### src/rtl/stream_mux_arb.sv
// stream_mux_arb: N-channel valid/ready stream selector (explicit select or round-robin), registered output; STREAM_MUX_ARB_STATS_EN adds per-channel transfer counters
module stream_mux_arb #(
  parameter int WIDTH = 64,
  parameter int N = 4,
  parameter int SEL_W = $clog2(N)
) (
  input  logic               clk,
  input  logic               reset,
  input  logic               mode,
  input  logic [SEL_W-1:0]   sel,
  input  logic [N-1:0]       in_valid,
  input  logic [N*WIDTH-1:0] in_data,
  output logic [N-1:0]       in_ready,
  output logic               out_valid,
  output logic [WIDTH-1:0]   out_data,
  output logic [SEL_W-1:0]   out_sel,
`ifdef STREAM_MUX_ARB_STATS_EN
  output logic [N*16-1:0]    xfer_count,
`endif
  input  logic               out_ready
);
  logic [SEL_W-1:0] rr_ptr, rr_g, gnt;
  logic rr_hit, sel_hit, gnt_v, load_en, xfer;
  always_comb begin
    rr_hit = 1'b0;
    rr_g = '0;
    // descending scan so the channel closest to rr_ptr is assigned last and wins
    for (int k = N - 1; k >= 0; k--) begin
      if (in_valid[(int'(rr_ptr) + k) % N]) begin
        rr_hit = 1'b1;
        rr_g = SEL_W'((int'(rr_ptr) + k) % N);
      end
    end
    sel_hit = (int'(sel) < N) ? in_valid[sel] : 1'b0;
    gnt = mode ? rr_g : sel;
    gnt_v = mode ? rr_hit : sel_hit;
    load_en = !out_valid || out_ready;
    xfer = !reset && load_en && gnt_v;
    in_ready = xfer ? (N'(1) << gnt) : '0;
  end
  always_ff @(posedge clk) begin
    if (reset) begin
      out_valid <= 1'b0;
      out_data <= '0;
      out_sel <= '0;
      rr_ptr <= '0;
    end else if (load_en) begin
      out_valid <= gnt_v;
      if (gnt_v) begin
        out_data <= in_data[gnt*WIDTH +: WIDTH];
        out_sel <= gnt;
        if (mode) rr_ptr <= (int'(gnt) == N - 1) ? '0 : gnt + 1'b1;
      end
    end
  end
`ifdef STREAM_MUX_ARB_STATS_EN
  genvar i;
  for (i = 0; i < N; i++) begin : g_cnt
    logic [15:0] cnt;
    always_ff @(posedge clk) begin
      if (reset) cnt <= '0;
      else if (in_ready[i] && cnt != 16'hFFFF) cnt <= cnt + 16'd1;
    end
    assign xfer_count[i*16 +: 16] = cnt;
  end
`endif
endmodule

### config.mk
export PLATFORM = sky130hd
export DESIGN_NAME = stream_mux_arb
export DESIGN_NICKNAME = d
export VERILOG_FILES = /design/src/rtl/stream_mux_arb.sv
export SDC_FILE = /design/constraint.sdc
export NUM_CORES = 1
export LEC_CHECK = 0
export BUFFER_PORTS_ARGS = -buffer_cell sky130_fd_sc_hd__buf_2
export CAP_MARGIN = 20
export CELL_PAD_IN_SITES_DETAIL_PLACEMENT = 1
export CELL_PAD_IN_SITES_GLOBAL_PLACEMENT = 2
export CORE_MARGIN = 5
export CORE_UTILIZATION = 19
export CTS_CLUSTER_SIZE = 10
export DETAILED_ROUTE_END_ITERATION = 7
export PLACE_DENSITY = 0.76
export SYNTH_ARGS = -nofsm -noshare
export SYNTH_HDL_FRONTEND = slang
export SYNTH_SLANG_ARGS = --single-unit
### constraint.sdc
create_clock -name clk -period 2.8 [get_ports clk]
set_clock_uncertainty 0.2 [all_clocks]
set_input_delay 0.7 -clock clk [delete_from_list [all_inputs] [get_ports clk]]
set_output_delay 0.7 -clock clk [all_outputs]
set_load 0.03 [all_outputs]
==> results of run 1 <==
-- flip-flops by register name, indices dropped and copies added (netlist names) --
name,count
out_sel,2
out_data,64
rr_ptr,2
out_valid,1
-- final timing paths --
check | endpoint | start | slack, ns | cells after the start
worst max-delay path | in_ready[0] | in_valid[2] | -0.18 | 10
worst min-delay path | out_data[56]$_SDFFE_PP0P_ | out_data[56]$_SDFFE_PP0P_ | 0.26 | 2
worst min register to register | out_data[56]$_SDFFE_PP0P_ | out_data[56]$_SDFFE_PP0P_ | 0.26 | 2
worst max register to register | out_data[20]$_SDFFE_PP0P_ | rr_ptr[1]$_SDFFE_PP0P_ | 0.25 | 9
-- layout by cell type, fill, tap and decap left out, types with 2 or more instances in the layout --
| cell type | instances |
|---|---|
| a21oi_1 | 2 |
| inv_2 | 2 |
| buf_2 | 329 |
| nand2_1 | 64 |
| nor2b_4 | 2 |
| or3_1 | 64 |
| buf_12 | 11 |
| o211ai_1 | 96 |
| buf_4 | 30 |
| clkinv_2 | 4 |
| nor2_1 | 6 |
| clkbuf_16 | 9 |
| nand3b_1 | 2 |
| nor3_4 | 3 |
| nand3_1 | 2 |
| dfxtp_1 | 67 |
| o21ai_2 | 2 |
| mux2i_1 | 67 |
| buf_6 | 9 |
| clkbuf_1 | 2 |
| o211ai_2 | 32 |
-- timing repair --
action	CTS	global route
pin swaps	14	4
resized for setup	29	5
setup endpoints to repair	4	4
buffers inserted	4	1
-- cell families (layout without fill, tap and decap cells) --
group	after synthesis	count (layout)	share of synthesized area [%]
compound gates	140	140	27.02
buf+inv	55	400	6.832
simple gates	158	158	18.93
mux	69	69	16.02
flops	69	69	30.92
fa+ha+maj	1	1	0.2800
-- cell type report --
| class | count | share of cell area (%) |
|---|---|---|
| clock buffers | 11 | 3.225 |
| clock inverters | 5 | 0.3814 |
| inverters | 4 | 0.2427 |
| multi-input cells | 368 | 40.81 |
| flip-flops and latches | 69 | 19.21 |
| well taps | 319 | 5.531 |
| repair buffers | 380 | 30.60 |
-- report_power, final --
part	leakage [uW]	switching, uW	internal (uW)
registers	0.000572	79.9	1130
clock network	0.000129	450	594
logic	0.00270	903	632
-- stage by stage --
stage | setup WS (ns) | TNS, ns | hold slack (ns) | total power (uW)
after floorplan | -0.1284 | -0.4238 | 0.3922 | 2131
after detailed placement | -0.3573 | -11.66 | 0.2456 | 2742
final | -0.1760 | -0.6214 | 0.2621 | 3790
after global routing | -0.2368 | -0.8472 | 0.2878 | 4026
after CTS | -0.1614 | -0.6145 | 0.2671 | 3868
after global placement | -0.3010 | -9.260 | 0.2431 | 2727
-- metal layers --
| metal | part of all wire (%) | up-vias |
|---|---|---|
| li1 | - | 2552 |
| met1 | 40 | 2434 |
| met4 | 1.7 | 0 |
| met3 | 8.6 | 25 |
| met5 | 0 | - |
| met2 | 50 | 214 |
-- worst max-delay path: cells and delay by family --
kind	cells	cell delay, ns
AOI/OAI and AO/OA	2	0.31
buffers and inverters	5	0.59
and+or+nand+nor	3	0.48
==> impl_metrics.ini, run 1 <==
[run_status]
status = finished, violations left
violations = setup timing

[timing]
slew_viol_final = 0
slew-limit-headroom_pct = 56.19
fin_ws_ns = -0.1760
rsz0062_at_grt = true
timing.fmax_ghz = 0.3360
period_minus_slack_ns = 2.976
setup_viol = 4
finalCritPeriodShare_pct = 106.3
tightestPinTransition_ns = 0.6571
hold_viol = 0

[final_layout]
final_util_pct = 30.93
final_cell_area_um2 = 7217
ff_latch_area_um2 = 1386
area_growth_pct = 61.52
multi_input_area_um2 = 2945
antennaDiodeCount = 0
nets = 1099
instances_no_fill = 1156
drive_above_1_share_pct = 54.60
fillers = 2866

[setup_path]
path_max_fanout = 5
max_stage_delay_ns = 0.19
path_common_cell = buf_6
cp.arrival_ns = 2.08
start_kind = input port
path_cells = buf_8, buf_6, nor2b_4, o21ai_2, a31oi_4, nor2_4, inv_4, buf_12, nor3_4, buf_6
critPathCaptureType = output pin
path_class = in -> out
crit_required_ns = 1.90
cp_slowest_cell = o21ai_2

[place]
io_buffer_count = 336
dpl.hpwl_mm = 16.55
place.gp.congestion = 0.7701
placed_cell_area_um2 = 6784
dp.cells = 1135

[global_route]
grt_pass1_vias = 5747
grt-busiest-layer = met2
grt_pass1_wl_mm = 32.20
grt_max_degree = 65
use_met2_pct = 27.30
grt_use_total_pct = 15.41
gr-usage-met1_pct = 17.71
grt_use_met3_pct = 5.249
antenna_found_initial = 0
grt-ovfl-total = 0

[logic_synthesis]
async_flop_share_pct = 0
seq_area_frac_synth_pct = 30.92
synth_top_area_share_pct = 30.92
synth_edf_count = 0
syn_area_um2 = 4468
synth_fp_nets = 759
synth.largest_area_cell = dfxtp_1
yosysUniqueCellTypes = 46
yosysWarnings = 0
netlist_instances = 492
avgSynthCellArea_um2 = 9.081
synth_commonest_cells = 96 x o211ai_1, 69 x dfxtp_1, 67 x mux2i_1, 64 x nand2_1, 64 x or3_1
synth_top_flop_cell = dfxtp_1
synth.most_common_cell = o211ai_1
ys_top_cells_by_area = dfxtp_1 31%, o211ai_1 16%, mux2i_1 15%, o211ai_2 9.0%, or3_1 9.0%
synth.ff_latch_count = 69

[pwr]
power.leakage_uw = 0.003396
powerDensity_nw_per_um2 = 525.2
ir_drop_uv = 244.6

[floorplanning]
start_util_pct = 19.15
io_pins = 337
die_y_um = 163.4
core_area_um2 = 23330
num_rows = 56
fp.dieW_um = 163.4
die_area_um2 = 26680

[worst_hold_path]
min_path_type = reg -> reg

[routing]
wl_per_cell_um = 18.40
ant_nets = 0
dr_total_vias = 5225
dr.pass1.iters = 4
drc = 0
viasPerCell = 4.520
drt-total-wl_mm = 21.27
drt_iter0_markers = 260

[clock_tree]
clk_pin_slew_ns = 0.06
clock_path_buffers = 2
worstSkewPairLatency_ns = 0.33
numCtsBuffers = 9
htree_num_levels = 3
cts_root_buf = clkbuf_16
cts_tree = built
cts_hold_buf = 0
clkSinkCount = 69

[job]
drv_cap = 0
(Power assumes the default switching activity.)
==> run 2: changes to the inputs <==
TNS_END_PERCENT = 10   (was default)
==> run 2 against run 1 <==
- the flow still finishes with violations (setup timing)
- power grew 3.6%
- core utilization barely moved
- sequential power barely moved
- non-clock buffer count down 1
- fmax up 2.2%
- global-route usage rose by 0.090 points
- routed wire length up 1.2%
- critical path type unchanged
- critical endpoint is now in_ready[2]
- largest cell class unchanged
- largest power group unchanged
==> impl_metrics.ini, run 2 (synthesis gave the netlist of run 1 again) <==
[pwr]
powerDensity_nw_per_um2 = 544.1
ir_drop_uv = 263.7
power.switching_uw = 1468
swShare_pct = 37.41
power_frac_clock_pct = 30.6
power.leakage_uw = 0.003398
combPwrFrac_pct = 38.7
p_int_uw = 2457
p_seq_share_pct = 30.7

[place]
place_ws_ns = -0.3818
dpl.hpwl_mm = 16.42
place.gp.congestion = 0.8149
io_buffer_count = 336

[worst_hold_path]
min_path_type = reg -> reg

[global_route]
grt-ovfl-total = 0
grt_use_total_pct = 15.50
grt_pass1_vias = 5766
grt_pass1_wl_mm = 32.15
antenna_found_initial = 1
grt_max_degree = 65

[timing]
timing.fmax_ghz = 0.3433
rsz0062_at_grt = true
hold_viol = 0
tns_ns = -0.3824
tightestPinTransition_ns = 0.7100
finalCritPeriodShare_pct = 104.0
fin_ws_ns = -0.1127
setup_viol = 4
period_minus_slack_ns = 2.913
slew-limit-headroom_pct = 52.67
slew_viol_final = 0

[final_layout]
fillers = 2853
final_util_pct = 30.92
layout_commonest_cell = buf_2
drive_above_1_share_pct = 54.67
top_regs = out_data x64, out_sel x2, rr_ptr x2
final_cell_mix = 329 x buf_2, 96 x o211ai_1, 67 x mux2i_1, 67 x dfxtp_1
largest-register = out_data
area_growth_pct = 61.47
nets = 1098
antennaDiodeCount = 0
largest_register_ffs = 64

[floorplanning]
core_area_um2 = 23330
num_rows = 56
fp.dieW_um = 163.4
die_y_um = 163.4
die_area_um2 = 26680
io_pins = 337
start_util_pct = 19.15

[routing]
dr_total_vias = 5236
drt_iter0_markers = 165
viasPerCell = 4.533
drt-total-wl_mm = 21.52
ant_nets = 0
dr.pass1.iters = 4
drc = 0
wl_per_cell_um = 18.63

[run_status]
violations = setup timing
status = finished, violations left

[clock_tree]
cts_root_buf = clkbuf_16
clkSinkCount = 69
htree_num_levels = 3
cts_hold_buf = 0
clock_path_buffers = 2
worstSkewPairLatency_ns = 0.34
clk_pin_slew_ns = 0.06
numCtsBuffers = 9
cts_tree = built

[setup_path]
start_kind = input port
crit_required_ns = 1.90
critPathCaptureType = output pin
path_max_fanout = 5
path_class = in -> out
cp.arrival_ns = 2.01

[job]
drv_cap = 0
## run 2: cell types whose count changed in the layout (fill, tap and decap cells not counted), sizes merged
cell	previous run	this run
buf	380	379
bufinv	0	1
clkbuf	11	10
clkinv	4	5
clkinvlp	1	0
## run 2: final timing paths
kind | start | end | slack, ns | cells past startpoint
min reg2reg | out_data[58]$_SDFFE_PP0P_ | out_data[58]$_SDFFE_PP0P_ | 0.26 | 2
min | out_data[58]$_SDFFE_PP0P_ | out_data[58]$_SDFFE_PP0P_ | 0.26 | 2
max | in_valid[0] | in_ready[2] | -0.11 | 7
max reg2reg | rr_ptr[0]$_SDFFE_PP0P_ | out_data[9]$_SDFFE_PP0P_ | 0.19 | 8
## run 2: stage by stage
stage               cells  total power [uW]  hold slack (ns)  cell area (um^2)
floorplan             492              2128           0.3922              4531
global placement     1133              2707           0.2426              6729
detailed placement   1133              2720           0.2461              6729
CTS                  1153              3993           0.2672              7179
global route         1155              4139           0.2850              7214
finish               1155              3925           0.2618              7214
## run 2: final cells by class
class	instances	area, um^2	area share (%)
multi-input cells	368	2938	40.72
repair buffers	379	2175	30.14
flip-flops and latches	69	1384	19.18
well taps	319	399.1	5.532
clock buffers	10	239.0	3.313
clock inverters	6	62.56	0.8672
inverters	4	17.52	0.2428
## run 2: worst max-delay path, cell delays in order
cell	delay, ns
buf_6	0.11
or4_4	0.55
mux2i_4	0.19
buf_6	0.13
nor3b_2	0.05
and2_4	0.16
buf_6	0.13
## run 2: power groups by stage
stage	Combinational, uW	Sequential, uW	Clock (uW)
2_1_floorplan	627	1500	0
3_3_place_gp	1490	1220	0
3_5_place_dp	1500	1220	0
4_1_cts	1530	1210	1260
5_1_grt	1630	1220	1290
6_report	1520	1210	1200
## run 2: routing by layer
metal | routed length [um] | GRT usage [%]
met5 | 20 | 0
met3 | 1315 | 3.381
met4 | 433 | 5.147
met2 | 11180 | 28.38
met1 | 8569 | 17.82
## run 2: repair_timing
item | 4_1_cts | 5_1_grt
gates resized for setup | 29 | 6
setup buffers | 4 | 2
setup endpoints to repair | 5 | 4
pin swaps | 10 | 6
==> run 3: changes to the inputs <==
==> constraint.sdc (replaced) <==
create_clock -name clk -period 2.8 [get_ports clk]
set_clock_uncertainty 0.2 [all_clocks]
set_input_delay 0.42 -clock clk [delete_from_list [all_inputs] [get_ports clk]]
set_output_delay 0.42 -clock clk [all_outputs]
set_load 0.03 [all_outputs]
==> run 3 against run 2 <==
- the flow now finishes without violations
- sequential share of layout area rose by 0.88 points
- fmax rose by 7.9%
- via count down 1.9%
- count of clock-buffer cells in the layout rose by 2
- largest power group unchanged
==> impl_metrics.ini, run 3 (synthesis gave the netlist of run 1 again) <==
[global_route]
grt_pass1_wl_mm = 31.46
antenna_found_initial = 0
grt_max_degree = 65
grt_pass1_vias = 5580
grt-ovfl-total = 0
grt_use_total_pct = 15.14

[timing]
finalCritPeriodShare_pct = 96.38
period_minus_slack_ns = 2.699
tightestPinTransition_ns = 0.4036
timing.fmax_ghz = 0.3706
slew_viol_final = 0
slew-limit-headroom_pct = 73.09
tns_ns = 0
setup_viol = 0
fin_ws_ns = 0.1013
hold_viol = 0
rsz0062_at_grt = false

[setup_path]
worstSetupPathDepth = 8
path_cells = nand2b_4, or3b_4, a31oi_4, nor2_4, clkinv_4, ha_1, and2_4, buf_6
cp-startpoint = rr_ptr[1]$_SDFFE_PP0P_
cp.arrival_ns = 2.08
reg2reg_from = rr_ptr[1]$_SDFFE_PP0P_
path_max_fanout = 9
path_buf_inv = 2
cp_top_family = simple AND/OR/NAND/NOR gates
start_kind = flop
reg2reg_depth = 9
critPathCaptureType = output pin
max_stage_delay_ns = 0.38
crit_required_ns = 2.18
path_class = reg -> out
cp_slowest_cell = or3b_4

[final_layout]
antennaDiodeCount = 0
layout_commonest_cell = buf_2
area_growth_pct = 54.66
top_regs = out_data x64, out_sel x2, rr_ptr x2
largest_register_ffs = 64
final_util_pct = 29.62
nets = 1077
largest-register = out_data
drive_above_1_share_pct = 51.90
final_cell_mix = 333 x buf_2, 96 x o211ai_1, 67 x mux2i_1, 67 x dfxtp_1
multi_input_area_um2 = 2858
ff_latch_area_um2 = 1386
fillers = 2868
final_cell_area_um2 = 6910

[pwr]
power.leakage_uw = 0.003248
powerDensity_nw_per_um2 = 550.9
ir_drop_uv = 244.9
power.total_uw = 3807

[routing]
dr.pass1.iters = 4
drt_iter0_markers = 202
dr_total_vias = 5136
ant_nets = 0
wl_per_cell_um = 18.85
drc = 0
drt-total-wl_mm = 21.37
viasPerCell = 4.529

[worst_hold_path]
min_path_type = in -> reg
worst_hold_startpoint = in_data[250]
holdPathStages = 3

[clock_tree]
htree_num_levels = 3
worstSkewPairLatency_ns = 0.34
cts_root_buf = clkbuf_16
clk_pin_slew_ns = 0.06
clkSinkCount = 69
clock_path_buffers = 2
cts_tree = built
numCtsBuffers = 9

[floorplanning]
start_util_pct = 19.15
die_area_um2 = 26680
core_area_um2 = 23330
num_rows = 56
fp.dieW_um = 163.4
die_y_um = 163.4
io_pins = 337

[place]
place_ws_ns = 0.1382
dpl.hpwl_mm = 16.46
placed_cell_area_um2 = 6558
io_buffer_count = 336
place.gp.congestion = 0.7384

[job]
drv_cap = 0

[run_status]
status = finished, final reports clean
==> run 3: final timing paths <==
check | endpoint | slack (ns)
hold / removal | out_data[58]$_SDFFE_PP0P_ | 0.16
setup reg to reg | out_data[60]$_SDFFE_PP0P_ | 0.32
setup / recovery | in_ready[2] | 0.10
hold reg to reg | out_data[55]$_SDFFE_PP0P_ | 0.26
==> run 3: tightest hold or removal path: stages <==
cell	delay (ns)
buf_2	0.08
o211ai_2	0.09
o211ai_2	0.07
==> run 3: final cells by class <==
cell class | count | share of cell area, %
Timing Repair Buffer | 358 | 28.39
Clock inverter | 4 | 0.7061
Inverter | 4 | 0.2897
Sequential cell | 69 | 20.06
Clock buffer | 12 | 3.422
Multi-Input combinational cell | 368 | 41.35
Tap cell | 319 | 5.776
==> run 3: timing repair <==
action / in CTS / in global routing
pin swaps: 1 / 1
hold buffers: 0 / 0
endpoints found under the setup margin: 2 / 4
setup buffers: 0 / 3
gates resized for setup: 4 / 12
==> run 3: metal layers <==
metal  track usage [%]  vias up  wire [um]
met5                 0        -          0
met1             18.10     2397       8945
li1                  -     2506          -
met2             25.72      212      10150
met4             4.232        0        384
met3             5.349       21       1892
==> run 3: metrics by stage <==
stage | hold WS, ns | instances
2_1_floorplan | 0.3922 | 492
3_3_place_gp | 0.2433 | 1115
3_5_place_dp | 0.2453 | 1115
4_1_cts | 0.1321 | 1131
5_1_grt | 0.1448 | 1134
6_report | 0.1569 | 1134
==> run 3: power breakdown <==
part | total (uW) | internal (uW) | switching [uW]
clock | 1150 | 691 | 462
sequential | 1210 | 1130 | 80.8
combinational | 1440 | 567 | 876
